<file path="config.mk">
export PLATFORM = sky130hd
export DESIGN_NAME = noise_burst_ctrl
export DESIGN_NICKNAME = d
export VERILOG_FILES = /design/src/rtl/noise_burst_ctrl.sv
export SDC_FILE = /design/constraint.sdc
export NUM_CORES = 1
export LEC_CHECK = 0
export ABC_AREA = 1
export CAP_MARGIN = 40
export CORE_ASPECT_RATIO = 1.4
export CORE_MARGIN = 5
export CORE_UTILIZATION = 45
export DETAILED_ROUTE_END_ITERATION = 8
export PLACE_DENSITY = 0.68
export SLEW_MARGIN = 10
export SYNTH_ARGS = -nofsm -noshare
export SYNTH_HDL_FRONTEND = slang
export SYNTH_SLANG_ARGS = --single-unit
</file>
<file path="constraint.sdc">
create_clock -name sclk -period 10 [get_ports sclk]
set_input_delay 1 -clock sclk [delete_from_list [all_inputs] [get_ports sclk]]
set_output_delay 1 -clock sclk [all_outputs]
set_load 0.005 [all_outputs]
</file>
<file path="src/rtl/noise_burst_ctrl.sv">
// Gates and amplitude-ramps the 16-line resistor-DAC noise word.
// Supports continuous or burst (on/off keyed) operation via a small config port.
module noise_burst_ctrl #(
  parameter logic [15:0] IDLE_PAT     = 16'hAAAA,
  parameter int unsigned RST_LEVEL    = 16,
  parameter int unsigned RST_RAMP_DIV = 49,
  parameter int unsigned CW           = 16
) (
  input  logic        sclk,
  input  logic        srst,
  input  logic        en,
  input  logic [15:0] noise_in,
  input  logic        cfg_we,
  input  logic [1:0]  cfg_addr,
  input  logic [15:0] cfg_wdata,
  output logic [15:0] dac,
  output logic [4:0]  level,
  output logic [2:0]  state,
  output logic        busy
);

  typedef enum logic [2:0] {
    S_IDLE      = 3'd0,
    S_RAMP_UP   = 3'd1,
    S_ON        = 3'd2,
    S_RAMP_DOWN = 3'd3,
    S_GAP       = 3'd4
  } state_t;

  state_t        st, nxt_st;
  logic [4:0]    cur_lvl, nxt_lvl, tgt_lvl, wr_lvl;
  logic          burst_en;
  logic [CW-1:0] ramp_div, on_len, off_len, on_eff, off_eff;
  logic [CW-1:0] rcnt, ocnt;
  logic          ramping, tick;
  logic [16:0]   mask_w;

  assign on_eff  = (on_len  == '0) ? CW'(1) : on_len;
  assign off_eff = (off_len == '0) ? CW'(1) : off_len;
  assign ramping = (st == S_RAMP_UP) || (st == S_ON) || (st == S_RAMP_DOWN);
  // >= keeps the divider sane if ramp_div is lowered below the running count
  assign tick    = ramping && (rcnt >= ramp_div);
  assign mask_w  = (17'd1 << cur_lvl) - 17'd1;
  assign wr_lvl  = (cfg_wdata[4:0] > 5'd16) ? 5'd16 : cfg_wdata[4:0];

  always_comb begin
    nxt_st  = st;
    nxt_lvl = cur_lvl;
    unique case (st)
      S_IDLE: begin
        nxt_lvl = '0;
        if (en && tgt_lvl != '0) nxt_st = S_RAMP_UP;
      end
      S_RAMP_UP: begin
        if (!en) begin
          nxt_st = S_RAMP_DOWN;
        end else if (tgt_lvl <= cur_lvl) begin
          nxt_st = S_ON;
        end else if (tick) begin
          nxt_lvl = cur_lvl + 5'd1;
          if (cur_lvl + 5'd1 == tgt_lvl) nxt_st = S_ON;
        end
      end
      S_ON: begin
        if (!en || (burst_en && ocnt >= on_eff - CW'(1))) begin
          nxt_st = S_RAMP_DOWN;
        end else if (tick) begin
          if (cur_lvl < tgt_lvl)      nxt_lvl = cur_lvl + 5'd1;
          else if (cur_lvl > tgt_lvl) nxt_lvl = cur_lvl - 5'd1;
        end
      end
      S_RAMP_DOWN: begin
        if (tick && cur_lvl != '0) nxt_lvl = cur_lvl - 5'd1;
        if (cur_lvl == '0 || (tick && cur_lvl == 5'd1))
          nxt_st = (en && burst_en) ? S_GAP : S_IDLE;
      end
      S_GAP: begin
        nxt_lvl = '0;
        if (!en)                             nxt_st = S_IDLE;
        else if (ocnt >= off_eff - CW'(1))   nxt_st = S_RAMP_UP;
      end
      default: begin
        nxt_st  = S_IDLE;
        nxt_lvl = '0;
      end
    endcase
  end

  always_ff @(posedge sclk) begin
    if (srst) begin
      st       <= S_IDLE;
      cur_lvl  <= '0;
      busy     <= 1'b0;
      dac      <= IDLE_PAT;
      rcnt     <= '0;
      ocnt     <= '0;
      tgt_lvl  <= 5'(RST_LEVEL);
      burst_en <= 1'b0;
      ramp_div <= CW'(RST_RAMP_DIV);
      on_len   <= CW'(1000);
      off_len  <= CW'(1000);
    end else begin
      st      <= nxt_st;
      cur_lvl <= nxt_lvl;
      busy    <= (nxt_st != S_IDLE);
      dac     <= (noise_in & mask_w[15:0]) | (IDLE_PAT & ~mask_w[15:0]);

      if (nxt_st != st || !ramping || tick) rcnt <= '0;
      else                                  rcnt <= rcnt + CW'(1);

      // saturating so a late burst_en enable in a long ON dwell ends the burst at once
      if (nxt_st != st || !(st == S_ON || st == S_GAP)) ocnt <= '0;
      else if (ocnt != '1)                               ocnt <= ocnt + CW'(1);

      if (cfg_we) begin
        unique case (cfg_addr)
          2'd0: begin
            tgt_lvl  <= wr_lvl;
            burst_en <= cfg_wdata[8];
          end
          2'd1: ramp_div <= CW'(cfg_wdata);
          2'd2: on_len   <= CW'(cfg_wdata);
          2'd3: off_len  <= CW'(cfg_wdata);
          default: ;
        endcase
      end
    end
  end

  assign level = cur_lvl;
  assign state = st;

endmodule

</file>
==> summary.md <==
| Metric | Value |
|---|---|
| Status | finished clean |
| Met3 routed WL | 538 microns |
| Post-CTS sizing | 0 |
| Max stage delay on crit path | 0.41 ns |
| PortBufs | 62 |
| Filler Cells Inserted | 1460 |
| Worst Setup End Kind | register |
| Adder-cell area share of the yosys netlist | 12.0% |
| DR WL met2 | 8.59 mm |
| Post-synth top cells | 151 x nand2_1, 131 x inv_1, 131 x nor2_1, 111 x dfxtp_1, 68 x a21oi_1 |
| Hold Crit Class | reg2reg |
| DRT met1 WL | 6.96 mm |
| RSZ-0062 raised after global routing | no |
| Critical Path RT | 10.28 ns |
| Pre-antenna DRT Iters | 6 |
| Drt total wl | 16.4 mm |
| Top_reg_cell synth | dfxtp_1 |
| Most common cell in the netlist | nand2_1 |
| Chip width | 114 microns |
| Post-CTS Hold Fix Bufs | 0 |
| Hpwl dp | 13.0 mm |
| Rows | 53 |
| Synth top area share | 32.7% |
| Antenna Nets Post-Route | 0 |
| Post-synthesis area per instance | 7.12 sq um |
| Synthesized area | 6800 sq um |
| First-pass GRT wire length | 28.3 mm |
| Setup CP Type | reg2reg |
| Clock Pin Slew Worst Setup and Hold Paths | 0.08 ns |
| # DRC | 0 |
| Layout cells sized above 1 | 5.01% |
| Initial DRC count | 301 |
| Top Layer Used | met4 |
| Die height | 155 microns |
| Final slew viol count | 0 |
| Vias in the first global route | 5986 |
| Final setup skew | 0.00852 ns |
| Fin nets | 1115 |
| CTS buffer count | 9 |
| Vias | 6122 |
| Multiplexer share of the synthesized area | 0.147% |
| Asr flop ratio synth | 0% |
| CP delay by family, top | simple AND/OR/NAND/NOR gates |
| Cell with the most instances on the worst path | nand2_1 |
| Largest cells by area after synthesis | dfxtp_1 33%, ha_1 12%, nand2_1 8.3% |
| Synthesized flop and latch total | 111 |
| Clock Tree Buf Depth | 2 |
| Initial antenna violation count | 0 |
| Number of placed I/O pins | 63 |
| Pwr/cell area | 184 nW/um^2 |
| Setup ws final | 6.16 ns |
| Worst Path Arrival | 4.12 ns |
| Crit path time final | 3.84 ns |
| R2R setup slack | 6.16 ns |
| Post-synthesis xor/xnor area fraction | 6.70% |
| Final hold violations | 0 |
| Largest family of logic cells by synthesized area | simple AND/OR/NAND/NOR gates |
| Vias per cell | 5.06 |
| Largest net degree at the start of global routing | 51 |
| Htree depth | 3 |
| Critical-path top delay cell | dfxtp_1 |
| Startpoint types | register |
| Starting Density | 45.5% |
| Leakage | 0.00346 uW |
| Maximum clock frequency | 0.261 GHz |
| YS warnings | 0 |
| Simple-Gate Fraction of Synth Area | 26.9% |
| Cells after synthesis | 955 |
| Post-synthesis compound-gate area fraction | 12.9% |
| Final Wtd Congestion | 0.902 |
| Normalized max-slew margin | 49.8% |
| Setup TNS | 0 ns |
| Yosys cell types | 38 |
| Root Driver | clkbuf_16 |
| Grt total ovfl | 0 |
| Buf/Inv on CP | 1 |
| CORE AREA | 14900 sq um |
| Area leader, netlist | dfxtp_1 |
| Postcts setup bufs | 0 |
| Seq/Total Area, Yosys | 32.7% |
| Maxcap violations | 0 |
| Area grow syn2layout | 16.0% |
| Worst IR Drop VDD | 0.138 mV |
| Final setup viols | 0 |
| GRT Util Overall | 19.5% |
| Dpl ws | 6.16 ns |
| Clk sinks | 111 |
| Worst-Margin Slew | 0.749 ns |
| WL/cell | 13.6 microns |
| Inserted Diodes | 0 |
| Period utilization | 38.4% |
| Worst-skew pair later-pin latency | 0.35 ns |
| Net Count, Synth | 1058 |
| CP Max Fanout | 16 |
| DIE AREA | 17700 sq um |
| TritonCTS clock tree | built |
| EDFF count, synth | 0 |
[power by group]
group	switching [uW]	internal (uW)
clock	181	177
sequential	43.4	493
combinational	325	227
[stage by stage]
stage | power, uW | cell area (sq um) | util (%) | hold slack [ns] | cells
after floorplan | 908 | 6800 | - | 0.435 | 955
after global placement | 1090 | 7580 | 50.8 | 0.451 | 1193
after detailed placement | 1100 | 7580 | 50.8 | 0.455 | 1193
after CTS | 1460 | 7880 | 52.8 | 0.467 | 1209
after global routing | 1560 | 7880 | 52.8 | 0.487 | 1209
final | 1450 | 7880 | 52.8 | 0.464 | 1209
[path summary, 6_finish.rpt]
path / start / endpoint / cells after the start
setup reg to reg: on_len[6]$_SDFFE_PP1P_ / rcnt[2]$_SDFF_PP0_ / 25
setup / recovery: on_len[6]$_SDFFE_PP1P_ / rcnt[2]$_SDFF_PP0_ / 25
hold reg to reg: ramp_div[14]$_SDFFE_PP0P_ / ramp_div[14]$_SDFFE_PP0P_ / 2
hold / removal: ramp_div[14]$_SDFFE_PP0P_ / ramp_div[14]$_SDFFE_PP0P_ / 2
[registers in the layout (all words and copies together) (netlist names)]
name      cells
burst_en      1
busy          1
dac          16
level         5
ocnt         16
off_len      16
on_len       16
ramp_div     16
rcnt         16
state         3
tgt_lvl       5
[cell families (layout without fill, tap and decap cells)]
logic type / count (synthesis) / count (layout)
buffers and inverters: 152 / 214
AO/OA/AOI/OAI: 160 / 160
XOR/XNOR: 52 / 52
adder cells (fa/ha/maj): 65 / 65
flip-flops: 111 / 111
multiplexers: 1 / 1
AND/OR/NAND/NOR: 414 / 414
[worst reg2reg max path: cells and delay by family (launching register included)]
family	cells	cell delay, ns
and+or+nand+nor	21	2.68
adders and majority gates	2	0.48
DFF	1	0.41
buffers and inverters	1	0.10
xor gates and xnor gates	1	0.10
[placed cells by master, fill, tap and decap left out, types with 4 or more instances in the layout]
cell,instances
nand2_1,151
inv_1,131
nor2_1,131
dfxtp_1,111
a21oi_1,68
ha_1,65
clkdlybuf4s50_1,62
nand3_1,60
o21ai_0,58
xor2_1,42
nor3_1,21
nor2_2,20
nand4_1,16
xnor2_1,10
a211oi_1,10
clkbuf_16,9
o211ai_1,6
o22ai_1,5
inv_6,4
[metal layers]
layer | track usage (%) | vias to the layer above
met4 | 6.40 | 0
met2 | 35.4 | 106
met3 | 2.14 | 21
met1 | 23.8 | 2744
li1 | - | 3251
met5 | 0 | -
[final cells by class]
| cell class | count | area, sq um | area share [%] |
|---|---|---|---|
| Sequential cell | 111 | 2220 | 28.2 |
| Inverter | 133 | 499 | 6.33 |
| Clock inverter | 7 | 71.3 | 0.905 |
| Timing Repair Buffer | 65 | 643 | 8.16 |
| Tap cell | 192 | 240 | 3.05 |
| Multi-Input combinational cell | 692 | 3980 | 50.5 |
| Clock buffer | 9 | 225 | 2.86 |
Note: power is estimated with default switching activity, not from simulation.
